**config.mk**
```make
export PLATFORM = sky130hd
export DESIGN_NAME = eth_rx_word_packer
export DESIGN_NICKNAME = d
export VERILOG_FILES = /design/src/rtl/eth_rx_word_packer.sv
export SDC_FILE = /design/constraint.sdc
export NUM_CORES = 1
export LEC_CHECK = 0
export ABC_AREA = 1
export CAP_MARGIN = 15
export CORE_ASPECT_RATIO = 1.75
export CORE_UTILIZATION = 50
export CTS_BUF_LIST = sky130_fd_sc_hd__clkbuf_2 sky130_fd_sc_hd__clkbuf_4 sky130_fd_sc_hd__clkbuf_8
export DETAILED_ROUTE_END_ITERATION = 16
export HOLD_SLACK_MARGIN = 0.15
export MAX_ROUTING_LAYER = met4
export PLACE_DENSITY_LB_ADDON = 0.05
export SYNTH_ARGS = -nofsm -noshare
export SYNTH_HDL_FRONTEND = slang
export SYNTH_SLANG_ARGS = --single-unit
```
**constraint.sdc**
```tcl
create_clock -name clk -period 3.8 [get_ports clk]
set_clock_uncertainty 0.2 [all_clocks]
set_input_delay 0.76 -clock clk [delete_from_list [all_inputs] [get_ports clk]]
set_output_delay 0.76 -clock clk [all_outputs]
set_load 0.005 [all_outputs]
```
**src/rtl/eth_rx_word_packer.sv**
```systemverilog
// Packs MAC receive bytes little-endian into 32-bit words behind a small FWFT FIFO with frame tagging.
// Optional frame_len / drop_cnt statistics are built only when ETH_RX_PACK_STATS_EN is defined.
module eth_rx_word_packer #(
    parameter int FIFO_DEPTH = 16,
    parameter int LEN_WIDTH  = 16
) (
    input  logic                            clk,
    input  logic                            rst,
    input  logic [7:0]                      rx_axis_tdata,
    input  logic                            rx_axis_tvalid,
    input  logic                            rx_axis_tlast,
    input  logic                            rx_axis_tuser,
    output logic [31:0]                     m_data,
    output logic                            m_valid,
    input  logic                            m_ready,
    output logic                            m_last,
    output logic [2:0]                      m_bytes,
    output logic                            m_err,
    output logic [$clog2(FIFO_DEPTH):0]     fifo_count,
    output logic                            frame_good,
    output logic                            frame_bad,
    output logic                            overflow,
    output logic [LEN_WIDTH-1:0]            frame_len,
    output logic [15:0]                     drop_cnt
);
    localparam int AW = $clog2(FIFO_DEPTH);
    localparam int CW = AW + 1;
    localparam logic [CW-1:0] DATA_LIMIT = CW'(FIFO_DEPTH - 1);

    typedef enum logic {ST_ACC, ST_DROP} state_t;

    typedef struct packed {
        logic [31:0] data;
        logic        last;
        logic [2:0]  bytes;
        logic        err;
    } entry_t;

    state_t          state_q, state_d;
    logic [1:0]      lane_q, lane_d;
    logic [23:0]     acc_q, acc_d;
    logic            started_q, started_d;
    logic [AW-1:0]   wr_ptr_q, wr_ptr_d;
    logic [AW-1:0]   rd_ptr_q, rd_ptr_d;
    logic [CW-1:0]   count_q, count_d;
    entry_t          mem_q [FIFO_DEPTH];
    entry_t          mem_d [FIFO_DEPTH];
    logic            good_q, good_d;
    logic            bad_q, bad_d;
    logic            ovf_q, ovf_d;

    logic            push;
    logic            pop;
    logic            room;
    logic            eof_ovf;
    logic [31:0]     word;
    entry_t          push_entry;

    // Consumer handshake: a word transfers on any clock edge where m_valid and m_ready
    // are both high; while m_valid=1 and m_ready=0 the head entry is held unchanged.
    assign pop  = (count_q != '0) && m_ready;
    // The limit uses the pre-pop count so the last slot stays free for a terminator.
    assign room = count_q < DATA_LIMIT;

    always_comb begin
        word = 32'h0;
        case (lane_q)
            2'd0:    word = {24'h0, rx_axis_tdata};
            2'd1:    word = {16'h0, rx_axis_tdata, acc_q[7:0]};
            2'd2:    word = {8'h0, rx_axis_tdata, acc_q[15:0]};
            default: word = {rx_axis_tdata, acc_q};
        endcase
    end

    always_comb begin
        state_d    = state_q;
        lane_d     = lane_q;
        acc_d      = acc_q;
        started_d  = started_q;
        push       = 1'b0;
        push_entry = '0;
        good_d     = 1'b0;
        bad_d      = 1'b0;
        ovf_d      = 1'b0;
        eof_ovf    = 1'b0;

        if (rx_axis_tvalid) begin
            if (state_q == ST_ACC) begin
                if (rx_axis_tlast || lane_q == 2'd3) begin
                    lane_d = 2'd0;
                    acc_d  = 24'h0;
                    if (room) begin
                        push       = 1'b1;
                        push_entry = '{data: word, last: rx_axis_tlast,
                                       bytes: {1'b0, lane_q} + 3'd1,
                                       err: rx_axis_tlast & rx_axis_tuser};
                        started_d  = !rx_axis_tlast;
                        good_d     = rx_axis_tlast & !rx_axis_tuser;
                        bad_d      = rx_axis_tlast & rx_axis_tuser;
                    end else begin
                        ovf_d = 1'b1;
                        if (rx_axis_tlast) begin
                            eof_ovf = 1'b1;
                        end else begin
                            state_d = ST_DROP;
                        end
                    end
                end else begin
                    lane_d = lane_q + 2'd1;
                    case (lane_q)
                        2'd0:    acc_d[7:0]   = rx_axis_tdata;
                        2'd1:    acc_d[15:8]  = rx_axis_tdata;
                        default: acc_d[23:16] = rx_axis_tdata;
                    endcase
                end
            end else if (rx_axis_tlast) begin
                eof_ovf = 1'b1;
            end
        end

        // A frame that already has words queued is closed with an error terminator.
        if (eof_ovf) begin
            if (started_q) begin
                push       = 1'b1;
                push_entry = '{data: 32'h0, last: 1'b1, bytes: 3'd0, err: 1'b1};
            end
            started_d = 1'b0;
            bad_d     = 1'b1;
            state_d   = ST_ACC;
        end

        mem_d    = mem_q;
        wr_ptr_d = wr_ptr_q;
        rd_ptr_d = rd_ptr_q;
        if (push) begin
            mem_d[wr_ptr_q] = push_entry;
            wr_ptr_d        = wr_ptr_q + AW'(1);
        end
        if (pop) begin
            rd_ptr_d = rd_ptr_q + AW'(1);
        end
        count_d = count_q + CW'(push) - CW'(pop);
    end

    always_ff @(posedge clk) begin
        if (rst) begin
            state_q   <= ST_ACC;
            lane_q    <= 2'd0;
            acc_q     <= 24'h0;
            started_q <= 1'b0;
            wr_ptr_q  <= '0;
            rd_ptr_q  <= '0;
            count_q   <= '0;
            good_q    <= 1'b0;
            bad_q     <= 1'b0;
            ovf_q     <= 1'b0;
            for (int i = 0; i < FIFO_DEPTH; i++) begin
                mem_q[i] <= '0;
            end
        end else begin
            state_q   <= state_d;
            lane_q    <= lane_d;
            acc_q     <= acc_d;
            started_q <= started_d;
            wr_ptr_q  <= wr_ptr_d;
            rd_ptr_q  <= rd_ptr_d;
            count_q   <= count_d;
            good_q    <= good_d;
            bad_q     <= bad_d;
            ovf_q     <= ovf_d;
            mem_q     <= mem_d;
        end
    end

    assign m_valid    = count_q != '0;
    assign m_data     = mem_q[rd_ptr_q].data;
    assign m_last     = mem_q[rd_ptr_q].last;
    assign m_bytes    = mem_q[rd_ptr_q].bytes;
    assign m_err      = mem_q[rd_ptr_q].err;
    assign fifo_count = count_q;
    assign frame_good = good_q;
    assign frame_bad  = bad_q;
    assign overflow   = ovf_q;

`ifdef ETH_RX_PACK_STATS_EN
    localparam logic [LEN_WIDTH-1:0] LEN_MAX = {LEN_WIDTH{1'b1}};

    logic [LEN_WIDTH-1:0] len_q, len_d;
    logic [LEN_WIDTH-1:0] len_inc;
    logic [LEN_WIDTH-1:0] frame_len_q, frame_len_d;
    logic [15:0]          drop_q, drop_d;

    // Discarded bytes still count toward the frame length.
    always_comb begin
        len_d       = len_q;
        frame_len_d = frame_len_q;
        drop_d      = drop_q;
        len_inc     = (len_q == LEN_MAX) ? len_q : len_q + LEN_WIDTH'(1);
        if (rx_axis_tvalid) begin
            if (rx_axis_tlast) begin
                frame_len_d = len_inc;
                len_d       = '0;
            end else begin
                len_d = len_inc;
            end
        end
        if (ovf_d && drop_q != 16'hFFFF) begin
            drop_d = drop_q + 16'd1;
        end
    end

    always_ff @(posedge clk) begin
        if (rst) begin
            len_q       <= '0;
            frame_len_q <= '0;
            drop_q      <= 16'h0;
        end else begin
            len_q       <= len_d;
            frame_len_q <= frame_len_d;
            drop_q      <= drop_d;
        end
    end

    assign frame_len = frame_len_q;
    assign drop_cnt  = drop_q;
`else
    assign frame_len = '0;
    assign drop_cnt  = 16'h0;
`endif

endmodule

```
==> results.py, run 1 <==
metrics = {
    "status": {
        "outcome": "finished, final reports clean",
    },
    "synthesis": {
        "syn_inst": 4724,
        "ys_seq_elements": 636,
        "synth_area_leader_cell": "dfxtp_1",
        "async_reset_ff_frac": 0,
        "synth.avg_cell_area_um2": 6.590,
        "yosysTopAreaCellShare": 0.4090,
        "ys_types": 34,
        "ys_seq_area_frac": 0.4090,
        "synthTopCellsByArea": "dfxtp_1, nand2_1, nor2_1",
        "synth-edff-count": 0,
        "synth_flop_cell": "dfxtp_1",
        "yosys_warnings": 0,
        "syn_area_um2": 31130,
    },
    "sta": {
        "maxSlewViolCount": 0,
        "rsz0062_at_grt": "yes",
        "period_needed_ns": 3.756,
        "relSlewSlack": 0.2654,
        "hold_viol": 0,
        "worst_slew_pin_slew_ns": 1.102,
        "fin_crit_sh": 0.9885,
        "setup_viol": 0,
        "fmax_mhz": 266.2,
        "worst_hold_slack_ns": 0.2488,
    },
    "clock_network": {
        "cts.clk_slew.worst_paths_ns": 0.06,
        "htree_levels": 3,
        "cts_root_buf": "clkbuf_8",
        "clkSinkCount": 636,
        "clkLatencyLatePin_ns": 0.72,
        "cts_buffers": 98,
        "cts_tree": "yes",
        "cts_buffer_depth": 3,
    },
    "run": {
        "drv_cap": 0,
    },
    "detailed_routing": {
        "routedWlPerCell_um": 21.06,
        "drt-pass1-iter-count": 6,
        "wirelength_mm": 115.6,
        "drtAntennaViolNets": 0,
        "dr_total_vias": 31840,
        "drt_iter0_drc": 2863,
        "drcViolationCount": 0,
        "avgViaCountPerCell": 5.798,
    },
    "die": {
        "core_um2": 61410,
        "dieArea_um2": 63300,
        "die_x_um": 190.6,
        "row_count": 120,
        "io_pins": 92,
        "die_h_um": 332.1,
        "start_util": 0.5069,
    },
    "worst_setup_path": {
        "path_max_fanout": 27,
        "critPathBufInv": 3,
        "slowest_delay_ns": 0.58,
        "end_kind": "primary output",
        "worstPathCellList": "inv_8, buf_12, a21oi_1, o21ai_0, nand3_1, nand3_1, nand2_2, clkdlybuf4s50_1",
        "cp_slowest_cell": "dfxtp_4",
        "start_kind": "flip-flop",
        "arrival_ns": 2.80,
        "r2r_setup_slack_ns": 0.64,
        "crit_top_cell": "nand3_1",
        "worstSetupPathType": "reg2out",
        "critical-path-top-delay-family": "buffers and inverters",
        "cp.required_ns": 2.84,
    },
    "pwr": {
        "power_mw": 18.48,
        "ir_drop_uv": 371.4,
        "power.leakage_nw": 14.29,
        "powerDensity_nw_per_um2": 527.3,
    },
    "final_layout": {
        "nNetsFinal": 4656,
        "fin_util": 0.5706,
        "drive_gt1_frac": 0.08328,
        "syn2layout_area_growth_pct": 12.55,
        "instances_no_fill": 5491,
        "design_area_um2": 35040,
    },
    "grt": {
        "grt_overflow_total": 0,
        "grt_max_degree": 198,
        "grtUsageTotal": 0.3672,
        "grt_pass1_vias": 29020,
        "grt_pass1_wl_mm": 174.3,
        "antenna_found_initial": 3,
    },
    "placement": {
        "dp.final_hpwl_mm": 64.51,
        "gp_congestion": 0.8996,
        "io_buffers": 59,
        "dp.cells": 5293,
        "place_area_um2": 32340,
    },
    "worst_hold_path": {
        "hold_class": "reg2reg",
    },
}
[tightest hold or removal path: stages, from the launching register on]
cell,delay [ns]
dfxtp_1,0.30
inv_1,0.05
a21oi_1,0.05
[per-stage QoR]
step	TNS (ns)	setup WS (ns)
detailed placement	0	0.2065
global placement	0	0.2166
floorplan	0	0.4941
global route	-0.03137	-0.01590
finish	0	0.04368
CTS	-0.08322	-0.04508
[cell usage in the layout, fill, tap and decap left out, types with 5 or more instances in the layout]
master / n
nor2_1: 810
dlygate4sd2_1: 13
clkbuf_4: 49
conb_1: 32
nand3_1: 556
o21ai_0: 306
clkbuf_16: 5
buf_12: 31
nand4_1: 17
inv_1: 213
buf_4: 105
inv_2: 5
a21oi_1: 599
nor2_4: 17
clkbuf_8: 119
dfxtp_1: 632
buf_16: 11
o211ai_1: 141
clkdlybuf4s50_1: 40
dlymetal6s2s_1: 5
nand2_1: 900
o21ai_1: 5
nand2_2: 17
ha_1: 17
[cell type report]
cell class / count / area [µm²]
Fill cell: 6139 / 26370
Multi-Input combinational cell: 3443 / 15780
Sequential cell: 636 / 12740
Timing Repair Buffer: 219 / 2581
Clock buffer: 168 / 2006
Tap cell: 793 / 992.2
Inverter: 224 / 887.1
Timing Repair inverter: 2 / 22.52
Clock inverter: 3 / 20.02
Antenna cell: 3 / 7.507
[cell usage after synthesis, drive strengths merged (2+ instances only)]
| cell | n |
|---|---|
| nand2 | 921 |
| a211oi | 2 |
| clkinv | 4 |
| dfxtp | 636 |
| nor4 | 2 |
| o21ai | 313 |
| nand3 | 557 |
| a21oi | 600 |
| buf | 202 |
| o22ai | 3 |
| inv | 220 |
| nand4 | 17 |
| xor2 | 2 |
| o211ai | 141 |
| nor2 | 830 |
| ha | 17 |
| clkbuf | 250 |
[where the power goes]
part           switching (mW)  leakage, nW  internal, mW
logic                    3.61         8.07          1.90
clock network            2.76         1.09          3.28
registers               0.115         5.14          6.81
total                    6.48         14.3          12.0
[cell families after synthesis]
group	Yosys count	share of synthesized area
adders and majority gates	18	0.007475
AOI/OAI and AO/OA	1061	0.1825
other	1	0.0001205
buffers and inverters	676	0.09409
DFF	636	0.4090
and+or+nand+nor	2330	0.3063
xor gates and xnor gates	2	0.0005628
[state kept, by name, indices dropped and copies added, names as in the netlist]
| name | count |
|---|---|
| mem_q | 592 |
| acc_q | 24 |
| fifo_count | 5 |
| rd_ptr_q | 4 |
| wr_ptr_q | 4 |
| lane_q | 2 |
| frame_bad | 1 |
| frame_good | 1 |
| overflow | 1 |
| started_q | 1 |
| state_q | 1 |
[what timing repair did]
item | CTS | global route
pin swaps | 1 | 5
resized for setup | 42 | 26
hold buffers | 1 | 0
cloned | 9 | 6
endpoints found under the setup margin | 37 | 22
setup buffers | 6 | 2
hold endpoints to repair | 10 | 0
[routing by layer]
metal,vias up,part of all wire,track usage
met3,317,0.074,0.05273
met5,-,0,-
met4,0,0.050,0.1779
met2,1346,0.48,0.5988
li1,15250,-,-
met1,14920,0.40,0.4401
[path summary, 6_finish.rpt]
| check | startpoint | endpoint | depth (start not counted) |
|---|---|---|---|
| worst max-delay path | rd_ptr_q[1]$_SDFFE_PP0P_ | m_data[7] | 8 |
| worst min-delay path | acc_q[23]$_SDFFE_PP0P_ | acc_q[23]$_SDFFE_PP0P_ | 2 |
| worst max register to register | fifo_count[1]$_SDFF_PP0_ | fifo_count[4]$_SDFF_PP0_ | 16 |
| worst min register to register | acc_q[23]$_SDFFE_PP0P_ | acc_q[23]$_SDFFE_PP0P_ | 2 |
Power figures use the tool's default switching activity.
==> inputs of run 2 (changes only) <==
Settings changed: CTS_BUF_LIST sky130_fd_sc_hd__clkbuf_2 sky130_fd_sc_hd__clkbuf_4 sky130_fd_sc_hd__clkbuf_8 to unset.
==> run 2 against run 1 <==
  * The run now ends with setup timing left
  * Die area unchanged
  * Sequential share of layout area up 0.29 points
  * Sequential power about the same
  * Hold slack worse by 0.043 ns
  * Critical path depth down 2
  * Combinational power down 5.3%
  * Critical endpoint is now m_data[25]
  * Highest routed layer unchanged
==> results.py, run 2 (same netlist as run 1, synthesis figures left out) <==
metrics = {
    "placement": {
        "gp_congestion": 0.8996,
        "place_area_um2": 32340,
        "io_buffers": 59,
        "dp.final_hpwl_mm": 64.51,
        "dp.cells": 5293,
    },
    "die": {
        "io_pins": 92,
        "core_um2": 61410,
        "die_h_um": 332.1,
        "row_count": 120,
        "start_util": 0.5069,
        "dieArea_um2": 63300,
        "die_x_um": 190.6,
    },
    "sta": {
        "maxSlewViolCount": 0,
        "setup_viol": 1,
        "rsz0062_at_grt": "yes",
        "period_needed_ns": 3.831,
        "setup_ws_ns": -0.03075,
        "worst_slew_pin_slew_ns": 1.085,
        "relSlewSlack": 0.2766,
        "tns_ns": -0.03075,
        "fmax_mhz": 261.0,
        "hold_viol": 0,
        "fin_crit_sh": 1.008,
    },
    "final_layout": {
        "layout_commonest_cell": "nand2_1",
        "fin_util": 0.5661,
        "multi_input_area_um2": 15760,
        "regArea_um2": 12740,
        "most-common-layout-cells": "nand2_1, nor2_1, dfxtp_1, a21oi_1, nand3_1",
        "diodes": 0,
        "top_register": "mem_q",
        "largest_reg_flops": 592,
        "syn2layout_area_growth_pct": 11.66,
        "final.fill_count": 6121,
        "instances_no_fill": 5418,
        "nNetsFinal": 4606,
        "drive_gt1_frac": 0.06400,
        "design_area_um2": 34760,
    },
    "detailed_routing": {
        "drcViolationCount": 0,
        "drt_iter0_drc": 2850,
        "avgViaCountPerCell": 5.781,
        "dr_total_vias": 31320,
        "wirelength_mm": 112.7,
        "drt-pass1-iter-count": 6,
        "routedWlPerCell_um": 20.80,
        "drtAntennaViolNets": 0,
    },
    "worst_setup_path": {
        "timing.rr.start": "fifo_count[1]$_SDFF_PP0_",
        "path_max_fanout": 57,
        "end_kind": "primary output",
        "startpoint": "rd_ptr_q[1]$_SDFFE_PP0P_",
        "start_kind": "flip-flop",
        "worstSetupPathType": "reg2out",
        "arrival_ns": 2.87,
        "cp.required_ns": 2.84,
    },
    "clock_network": {
        "cts_root_buf": "clkbuf_16",
        "clkSinkCount": 636,
        "htree_levels": 2,
        "cts.clk_slew.worst_paths_ns": 0.07,
        "cts_buffer_depth": 3,
        "cts_tree": "yes",
        "cts_buffers": 61,
        "cts_hold_buf": 0,
        "clkLatencyLatePin_ns": 0.67,
    },
    "status": {
        "violations": "setup timing",
        "outcome": "finished with violations",
    },
    "grt": {
        "grt_pass1_wl_mm": 170.9,
        "grtUsageTotal": 0.3581,
        "grt_overflow_total": 0,
        "grt_pass1_vias": 28470,
        "grt_max_degree": 198,
        "antenna_found_initial": 0,
    },
    "worst_hold_path": {
        "hold_class": "in2reg",
        "hold_start": "rst",
    },
    "pwr": {
        "ir_drop_uv": 519.7,
        "power.leakage_nw": 14.02,
        "powerDensity_nw_per_um2": 534.6,
        "power_mw": 18.58,
    },
    "run": {
        "drv_cap": 0,
    },
}
-- run 2: cell types whose count changed in the layout (fill, tap and decap cells not counted), moves of 5 or more --
cell             previous run  this run
clkbuf_16                   5        67
clkdlybuf4s50_1            40        53
dlygate4sd2_1              13         2
clkbuf_1                    0        20
clkinv_2                    1         6
clkbuf_8                  119        18
clkbuf_4                   49         0
-- run 2: final cells by class --
class,count,share of cell area
Tap cell,793,0.02854
Clock inverter,13,0.005255
Timing Repair inverter,1,0.0005759
Inverter,224,0.02509
Sequential cell,636,0.3666
Timing Repair Buffer,207,0.06580
Multi-Input combinational cell,3443,0.4535
Clock buffer,101,0.05464
-- run 2: worst paths after layout --
| kind | end | cells after the start | slack (ns) |
|---|---|---|---|
| max reg2reg | fifo_count[4]$_SDFF_PP0_ | 16 | 0.65 |
| min reg2reg | acc_q[23]$_SDFFE_PP0P_ | 2 | 0.25 |
| min | mem_q[409]$_SDFFE_PP0P_ | 2 | 0.21 |
| max | m_data[25] | 6 | -0.03 |
-- run 2: timing repair --
item,in CTS,in global routing
pin swaps,0,1
gates cloned,3,4
setup buffers,2,2
resized for setup,17,22
endpoints found under the setup margin,33,30
-- run 2: report_power, final --
| part | internal [mW] | switching, mW | total [mW] |
|---|---|---|---|
| Combinational | 1.76 | 3.46 | 5.22 |
| Clock | 3.67 | 2.77 | 6.44 |
| Sequential | 6.81 | 0.122 | 6.93 |
-- run 2: layer usage --
metal  up-vias  track usage  routed length, µm
met1     14760       0.4309              45220
li1      15130            -                  -
met4         0       0.1564               5086
met5         -            -                  0
met3       272      0.04607               7409
met2      1163       0.5936              54960
-- run 2: per-stage QoR --
stage | hold WS [ns] | setup WS [ns]
2_1_floorplan | 0.2246 | 0.4941
3_5_place_dp | 0.2429 | 0.2065
3_3_place_gp | 0.2423 | 0.2166
6_report | 0.2060 | -0.03075
5_1_grt | 0.1971 | -0.07721
4_1_cts | 0.1812 | -0.02955
-- run 2: critical path, stage by stage, from the launching register on --
cell and delay [ns]:
dfxtp_4 0.51, buf_12 0.33, o21ai_0 0.14, o211ai_1 0.19
nand3_1 0.15, nand2_1 0.24, clkdlybuf4s50_1 0.63
